===== src/rtl/lfo_wave_gen_if.sv =====
`default_nettype none
// ============================================================================
//  Module      : lfo_wave_gen_if
//  Description : Bundle carrying the LFO control inputs and its wave outputs.
//                master = the controller that drives configuration and
//                observes the wave; slave = the oscillator itself.
//  Signals     : en, sync, mode, rate, step, lo, hi  (master -> slave)
//                wav, upd, wrap, peak                (slave -> master)
//  Revision    : 1.0 - initial release
// ============================================================================
interface lfo_wave_gen_if #(
   parameter int N     = 8,
   parameter int DIV_W = 16
);
   logic             en;
   logic             sync;
   logic [1:0]       mode;
   logic [DIV_W-1:0] rate;
   logic [N-1:0]     step;
   logic [N-1:0]     lo;
   logic [N-1:0]     hi;
   logic [N-1:0]     wav;
   logic             upd;
   logic             wrap;
   logic             peak;

   modport master (
      output en, sync, mode, rate, step, lo, hi,
      input  wav, upd, wrap, peak
   );

   modport slave (
      input  en, sync, mode, rate, step, lo, hi,
      output wav, upd, wrap, peak
   );
endinterface
`default_nettype wire


===== src/rtl/lfo_wave_gen.sv =====
`default_nettype none
// ============================================================================
//  Module      : lfo_wave_gen
//  Description : Multi-mode LFO (triangle, rising saw, falling saw, square)
//                with programmable bounds, step and update rate. Configuration
//                is captured only on rst, sync or at a wave-cycle wrap, so a
//                running wave is never disturbed mid-cycle.
//  Ports       : clk  - clock
//                rst  - synchronous active-high reset
//                bus  - lfo_wave_gen_if.slave (en, sync, mode, rate, step,
//                       lo, hi in; wav, upd, wrap, peak out)
//  Revision    : 1.0 - initial release
// ============================================================================
module lfo_wave_gen #(
   parameter int N     = 8,
   parameter int DIV_W = 16
) (
   input  wire logic        clk,
   input  wire logic        rst,
   lfo_wave_gen_if.slave    bus
);

   localparam logic [1:0] MODE_TRI    = 2'd0;
   localparam logic [1:0] MODE_SAW_UP = 2'd1;
   localparam logic [1:0] MODE_SAW_DN = 2'd2;
   localparam logic [1:0] MODE_SQR    = 2'd3;

   typedef enum logic {DIR_UP = 1'b0, DIR_DN = 1'b1} dir_t;

   logic [1:0]       mode_q, mode_d;
   logic [N-1:0]     lo_q,   lo_d;
   logic [N-1:0]     hi_q,   hi_d;
   logic [N-1:0]     step_q, step_d;
   logic [N-1:0]     ph_q,   ph_d;
   logic [N-1:0]     wav_q,  wav_d;
   dir_t             dir_q,  dir_d;
   logic [DIV_W-1:0] cnt_q,  cnt_d;
   logic             upd_q,  upd_d;
   logic             wrap_q, wrap_d;
   logic             peak_q, peak_d;

   // Start values derived from the live inputs, used by every load event.
   logic [N-1:0] w_ld_ph;
   logic [N-1:0] w_ld_wav;
   always_comb begin
      w_ld_ph = (bus.mode == MODE_SAW_DN) ? bus.hi : bus.lo;
      if (bus.lo >= bus.hi)
         w_ld_wav = bus.lo;                       // degenerate window pins wav to lo
      else if (bus.mode == MODE_SAW_DN || bus.mode == MODE_SQR)
         w_ld_wav = bus.hi;
      else
         w_ld_wav = bus.lo;
   end

   // One extra bit so ph+step and lo+step can never wrap around.
   logic [N:0] w_ph_up;
   logic [N:0] w_lo_step;
   logic [N:0] w_ph_ext;
   logic [N:0] w_hi_ext;
   logic       w_tick;
   logic       w_degen;
   logic       w_load;

   assign w_ph_up   = {1'b0, ph_q} + {1'b0, step_q};
   assign w_lo_step = {1'b0, lo_q} + {1'b0, step_q};
   assign w_ph_ext  = {1'b0, ph_q};
   assign w_hi_ext  = {1'b0, hi_q};
   assign w_tick    = bus.en && (cnt_q == bus.rate);
   assign w_degen   = (lo_q >= hi_q);

   always_comb begin
      mode_d = mode_q;
      lo_d   = lo_q;
      hi_d   = hi_q;
      step_d = step_q;
      ph_d   = ph_q;
      dir_d  = dir_q;
      wav_d  = wav_q;
      cnt_d  = cnt_q;
      upd_d  = 1'b0;
      wrap_d = 1'b0;
      peak_d = 1'b0;
      w_load = 1'b0;

      if (bus.sync) begin
         // Sync outranks a coincident tick and restarts the divider.
         w_load = 1'b1;
         cnt_d  = '0;
         upd_d  = 1'b1;
      end else if (bus.en) begin
         cnt_d = w_tick ? '0 : cnt_q + DIV_W'(1);
         if (w_tick) begin
            upd_d = 1'b1;
            if (!w_degen) begin
               case (mode_q)
                  MODE_SAW_UP: begin
                     if (w_ph_up > w_hi_ext) begin
                        w_load = 1'b1;
                        wrap_d = 1'b1;
                     end else begin
                        ph_d = w_ph_up[N-1:0];
                     end
                  end
                  MODE_SAW_DN: begin
                     if (w_ph_ext < w_lo_step) begin
                        w_load = 1'b1;
                        wrap_d = 1'b1;
                     end else begin
                        ph_d = ph_q - step_q;
                     end
                  end
                  default: begin
                     // Triangle engine, shared by TRI and SQR.
                     if (dir_q == DIR_UP) begin
                        if (w_ph_up >= w_hi_ext) begin
                           ph_d   = hi_q;
                           dir_d  = DIR_DN;
                           peak_d = 1'b1;
                        end else begin
                           ph_d = w_ph_up[N-1:0];
                        end
                     end else begin
                        if (w_ph_ext <= w_lo_step) begin
                           w_load = 1'b1;
                           wrap_d = 1'b1;
                        end else begin
                           ph_d = ph_q - step_q;
                        end
                     end
                  end
               endcase
            end
         end
      end

      if (w_load) begin
         mode_d = bus.mode;
         lo_d   = bus.lo;
         hi_d   = bus.hi;
         step_d = bus.step;
         ph_d   = w_ld_ph;
         dir_d  = DIR_UP;
         wav_d  = w_ld_wav;
      end else if (w_degen) begin
         wav_d = lo_q;
      end else if (mode_q == MODE_SQR) begin
         wav_d = (dir_d == DIR_UP) ? hi_q : lo_q;
      end else begin
         wav_d = ph_d;
      end
   end

   always_ff @(posedge clk) begin
      if (rst) begin
         mode_q <= bus.mode;
         lo_q   <= bus.lo;
         hi_q   <= bus.hi;
         step_q <= bus.step;
         ph_q   <= w_ld_ph;
         dir_q  <= DIR_UP;
         wav_q  <= w_ld_wav;
         cnt_q  <= '0;
         upd_q  <= 1'b0;
         wrap_q <= 1'b0;
         peak_q <= 1'b0;
      end else begin
         mode_q <= mode_d;
         lo_q   <= lo_d;
         hi_q   <= hi_d;
         step_q <= step_d;
         ph_q   <= ph_d;
         dir_q  <= dir_d;
         wav_q  <= wav_d;
         cnt_q  <= cnt_d;
         upd_q  <= upd_d;
         wrap_q <= wrap_d;
         peak_q <= peak_d;
      end
   end

   assign bus.wav  = wav_q;
   assign bus.upd  = upd_q;
   assign bus.wrap = wrap_q;
   assign bus.peak = peak_q;

endmodule
`default_nettype wire


===== src/flat_wrapper.sv =====
// flat-port wrapper written by rule: the top's interface ports become plain ports
module lfo_wave_gen_flat 
#(
   parameter int N     = 8,
   parameter int DIV_W = 16
)
  (clk, rst, bus_en, bus_sync, bus_mode, bus_rate, bus_step, bus_lo, bus_hi, bus_wav, bus_upd, bus_wrap, bus_peak);
  lfo_wave_gen_if #(.N(N), .DIV_W(DIV_W)) bus_i ();
  input  wire logic clk;
  input  wire logic rst;
  input wire logic [$bits(bus_i.en)-1:0] bus_en;
  input wire logic [$bits(bus_i.sync)-1:0] bus_sync;
  input wire logic [$bits(bus_i.mode)-1:0] bus_mode;
  input wire logic [$bits(bus_i.rate)-1:0] bus_rate;
  input wire logic [$bits(bus_i.step)-1:0] bus_step;
  input wire logic [$bits(bus_i.lo)-1:0] bus_lo;
  input wire logic [$bits(bus_i.hi)-1:0] bus_hi;
  output wire logic [$bits(bus_i.wav)-1:0] bus_wav;
  output wire logic [$bits(bus_i.upd)-1:0] bus_upd;
  output wire logic [$bits(bus_i.wrap)-1:0] bus_wrap;
  output wire logic [$bits(bus_i.peak)-1:0] bus_peak;
  assign bus_i.en = bus_en;
  assign bus_i.sync = bus_sync;
  assign bus_i.mode = bus_mode;
  assign bus_i.rate = bus_rate;
  assign bus_i.step = bus_step;
  assign bus_i.lo = bus_lo;
  assign bus_i.hi = bus_hi;
  assign bus_wav = bus_i.wav;
  assign bus_upd = bus_i.upd;
  assign bus_wrap = bus_i.wrap;
  assign bus_peak = bus_i.peak;
  lfo_wave_gen #(.N(N), .DIV_W(DIV_W)) u_core (.clk(clk), .rst(rst), .bus(bus_i));
endmodule

===== config.mk =====
export PLATFORM = sky130hd
export DESIGN_NAME = lfo_wave_gen_flat
export DESIGN_NICKNAME = d
export VERILOG_FILES = /design/src/rtl/lfo_wave_gen_if.sv /design/src/rtl/lfo_wave_gen.sv /design/src/flat_wrapper.sv
export SDC_FILE = /design/constraint.sdc
export NUM_CORES = 1
export LEC_CHECK = 0
export BUFFER_PORTS_ARGS = -buffer_cell sky130_fd_sc_hd__clkbuf_2
export CAP_MARGIN = 20
export CORE_AREA = 5 5 75 145
export DETAILED_ROUTE_END_ITERATION = 7
export DIE_AREA = 0 0 80 150
export HOLD_SLACK_MARGIN = 0.02
export PLACE_DENSITY = 0.74
export SLEW_MARGIN = 40
export SYNTH_ARGS = -nofsm -noshare
export SYNTH_HDL_FRONTEND = slang
export SYNTH_SLANG_ARGS = --single-unit
export TNS_END_PERCENT = 30

===== constraint.sdc =====
create_clock -name clk -period 6.36 [get_ports clk]
set_clock_uncertainty 0.05 [all_clocks]
set_input_delay 1.59 -clock clk [delete_from_list [all_inputs] [get_ports clk]]
set_output_delay 1.59 -clock clk [all_outputs]
set_load 0.1 [all_outputs]

==> run_results.csv <==
group,metric,value,unit
timing,tightest_slew,0.778,ns
cts,clk_pin_slew,0.05,ns
worst_setup_path,arrival,5.05,ns
synthesis,synthDistinctLibCells,70,
timing,fin_crit_sh,76.7,%
power_and_ir_drop,peakVddDrop,193,uV
die,io_pins,57,
grt,track_usage,27.5,%
placed_design,io_buffers,56,
route,via_per_inst,6.12,
die,die_w,80,um
synthesis,yosysWarnings,0,
synthesis,synth.avg_cell_area,8.89,um^2
cts,cts_root_buf,"clkbuf_16",
route,num_vias,4690,
worst_setup_path,crit_path_start_kind,"register",
synthesis,synth_area_leader_cell,"edfxtp_1",
cells_and_area,finalInstanceArea,5860,um^2
synthesis,synth_fp_nets,688,
die,fp-row-count,51,
timing,fmax,0.205,GHz
cts,cts_tree,"done",
placed_design,gp_congestion,1.02,
worst_setup_path,cpPeakStageDelay,0.54,ns
cts,cts.sinks,62,
cts,cts_resized,0,
cts,cts_hold_buf,0,
synthesis,postSynth.asyncResetShare,0,%
synthesis,synth_top_area_share,15.1,%
grt,grt_overflow_total,0,
worst_setup_path,cp_num_cells,19,
worst_setup_path,crit_top_cell,"nor2_1",
route,ant_nets,0,
route,first_pass_iters,4,
cts,cts_setup_buffers,0,
cells_and_area,num_antenna_cells,0,
grt,grt_pass1_vias,5175,
timing,fin_tns_setup,0,ns
worst_setup_path,crit_chain,"ha_1, fa_1, a211oi_1, nor2_1, nor2_1, nor2_1, nor2_1, xor2_1, ha_1, a22oi_1, nand3b_1, o21ai_0, nor2_2, a2bb2oi_1, o22a_1, o31ai_4, buf_6, mux2_2, o41ai_1",
timing,timing.hold.ws,0.520,ns
die,start_util,53.2,%
worst_setup_path,worst_setup_path_end_kind,"register",
worst_setup_path,required,6.54,ns
worst_setup_path,path_class,"reg -> reg",
die,coreArea,9700,um^2
cts,numCtsBuffers,9,
status,status,"finished, final reports clean",
synthesis,synth_edf_count,26,
worst_setup_path,crit_end,"u_core.bus.wav[1]",
worst_setup_path,path_delay_family,"compound AO/OA/AOI/OAI gates",
cts,clock_latency,0.33,ns
synthesis,synthFlopType,"dfxtp_1",
timing,finalHoldViolations,0,
cells_and_area,syn_to_final_growth,13.6,%
grt,antenna_found_initial,0,
worst_setup_path,r2r-start,"u_core.lo_q[0]",
job,cap_violations,0,
worst_setup_path,timing.rr.end,"u_core.bus.wav[1]",
grt,grt_start_max_net_pins,44,
power_and_ir_drop,p_leak,2.49,nW
synthesis,ys_top_cells_by_area,"edfxtp_1, ha_1, dfxtp_1",
timing,fin_crit,4.88,ns
placed_design,hpwl,12.8,mm
die,die_h,150,um
die,die-area,12000,um^2
timing,relSlewSlack,47.9,%
route,drc_errors,0,
route,wl,15.6,mm
worst_setup_path,ff2ff_setup_slack,1.48,ns
timing,final_max_slew_viol_count,0,
cts,clockBufferDepth,2,
worst_setup_path,path_max_fanout,15,
cells_and_area,drive_above_1_share,15.1,%
worst_setup_path,critPathSlowestCell,"o21ai_0",
placed_design,place_area,5540,um^2
timing,rsz0062_at_grt,"false",
synthesis,ys_seq_area_share,29.1,%
synthesis,synth_cells,580,
cells_and_area,fin_nets,737,
cts,cts-htree-levels,3,
min_path,hp-class,"reg -> reg",
route,drt_iter0_markers,237,
worst_setup_path,reg2regPathDepth,19,
synthesis,synth_area,5160,um^2
worst_setup_path,cp-startpoint,"u_core.lo_q[0]",
power_and_ir_drop,powerDensity,301,nW/um^2
worst_setup_path,path_buf_inv,1,
timing,setup_viol,0,
grt,grt_pass1_wl,25.0,mm
synthesis,ys_ff_latch,62,
route,wl_per_cell,20.3,um
[worst reg2reg max path: cells and delay by family, from the launching register on]
kind            cells  cell delay, ns
buf+inv             1            0.22
flops               1            0.43
fa+ha+maj           3            0.93
mux                 1            0.34
compound gates      7            1.91
simple gates        6            0.71
xor+xnor            1            0.16
[worst min-delay path by stage]
stage / startpoint / endpoint / cells past startpoint
after floorplan: u_core.cnt_q[15] / u_core.cnt_q[15] / 2
after global placement: u_core.cnt_q[4] / u_core.cnt_q[4] / 2
after detailed placement: u_core.cnt_q[15] / u_core.cnt_q[15] / 2
after CTS: u_core.cnt_q[15] / u_core.cnt_q[15] / 2
after global routing: u_core.cnt_q[4] / u_core.cnt_q[4] / 2
final: u_core.cnt_q[15] / u_core.cnt_q[15] / 2
[layer usage]
layer	GRT usage [%]	share of wire [%]	wire length, um	vias up
met4	23.6	9.2	1430	0
met5	0	0	0	-
li1	-	-	-	2233
met2	52.0	55	8590	171
met1	24.3	33	5090	2203
met3	3.43	3.1	476	83
[power breakdown]
| group | internal [mW] | switching [mW] |
|---|---|---|
| registers | 0.448 | 0.0344 |
| clock network | 0.340 | 0.175 |
| logic | 0.282 | 0.481 |
| total | 1.07 | 0.691 |
[cells by family (layout without fill, tap and decap cells)]
kind of cell | count (synthesis) | in the layout | share of synthesized area [%]
simple gates | 168 | 168 | 16.7
compound gates | 152 | 152 | 20.2
fa+ha+maj | 62 | 62 | 15.5
flops | 62 | 62 | 29.1
buf+inv | 62 | 116 | 4.88
xor+xnor | 47 | 47 | 8.13
mux | 27 | 27 | 5.46
[cells in the final DEF, fill, tap and decap left out, types with 7 or more instances in the layout]
cell type and instances:
o21ai_0 27, and3_1 9, nand2_1 34, xor2_1 16
ha_1 59, nand4_1 15, nand3_1 14, nor2_1 47
xnor2_1 30, a21oi_1 39, clkbuf_16 9, clkbuf_2 56
a22oi_1 9, mux2i_1 18, nor3_1 10, edfxtp_1 26
dfxtp_1 36, nor2b_1 13, o211ai_1 7, mux2_2 9
a221oi_1 8, inv_1 42, a21o_1 7
[state kept, by name, indices dropped and copies added, names as in the netlist]
| signal | cells |
|---|---|
| u_core.mode_q | 2 |
| u_core.ph_q | 8 |
| u_core.dir_q | 1 |
| u_core.bus.peak | 1 |
| u_core.hi_q | 8 |
| u_core.bus.wav | 8 |
| u_core.bus.wrap | 1 |
| u_core.step_q | 8 |
| u_core.cnt_q | 16 |
| u_core.bus.upd | 1 |
| u_core.lo_q | 8 |
[cells in the mapped netlist, drive strengths merged, types with 2 or more instances]
library cell  number
a21oi             39
nor2b             13
and2               3
a221o              2
o211ai             7
a21o               7
buf                6
inv               42
a211o              4
a22oi              9
a2bb2oi            3
mux2i             18
dfxtp             36
a32o               2
nand3             14
fa                 3
and3              10
o21a               6
nand2b             5
ha                59
xnor2             31
a31oi              5
edfxtp            26
nor3              11
nor4               4
xor2              16
o22ai              2
nand4             15
nor2              48
or2                2
clkbuf            14
or4                3
a311oi             3
o31a               2
o31ai              3
nand2             35
o21ai             30
a221oi             8
a211oi             5
o21bai             5
mux2               9
[layout make-up]
| cell class | count | area, um^2 |
|---|---|---|
| inverters | 42 | 158 |
| clock inverters | 5 | 73.8 |
| repair buffers | 58 | 312 |
| multi-input cells | 456 | 3410 |
| clock buffers | 11 | 233 |
| fillers | 886 | 3840 |
| flip-flops and latches | 62 | 1500 |
| well taps | 132 | 165 |
[through the flow]
stage / util [%] / power [mW] / std cells / setup slack (ns)
after floorplan: - / 1.03 / 580 / 1.43
after global placement: 57.0 / 1.22 / 749 / 1.49
after detailed placement: 57.1 / 1.24 / 749 / 1.23
after CTS: 60.3 / 1.76 / 765 / 1.18
after global routing: 60.4 / 1.85 / 766 / 1.14
final: 60.4 / 1.76 / 766 / 1.48
Note: power is estimated with default switching activity, not from simulation.
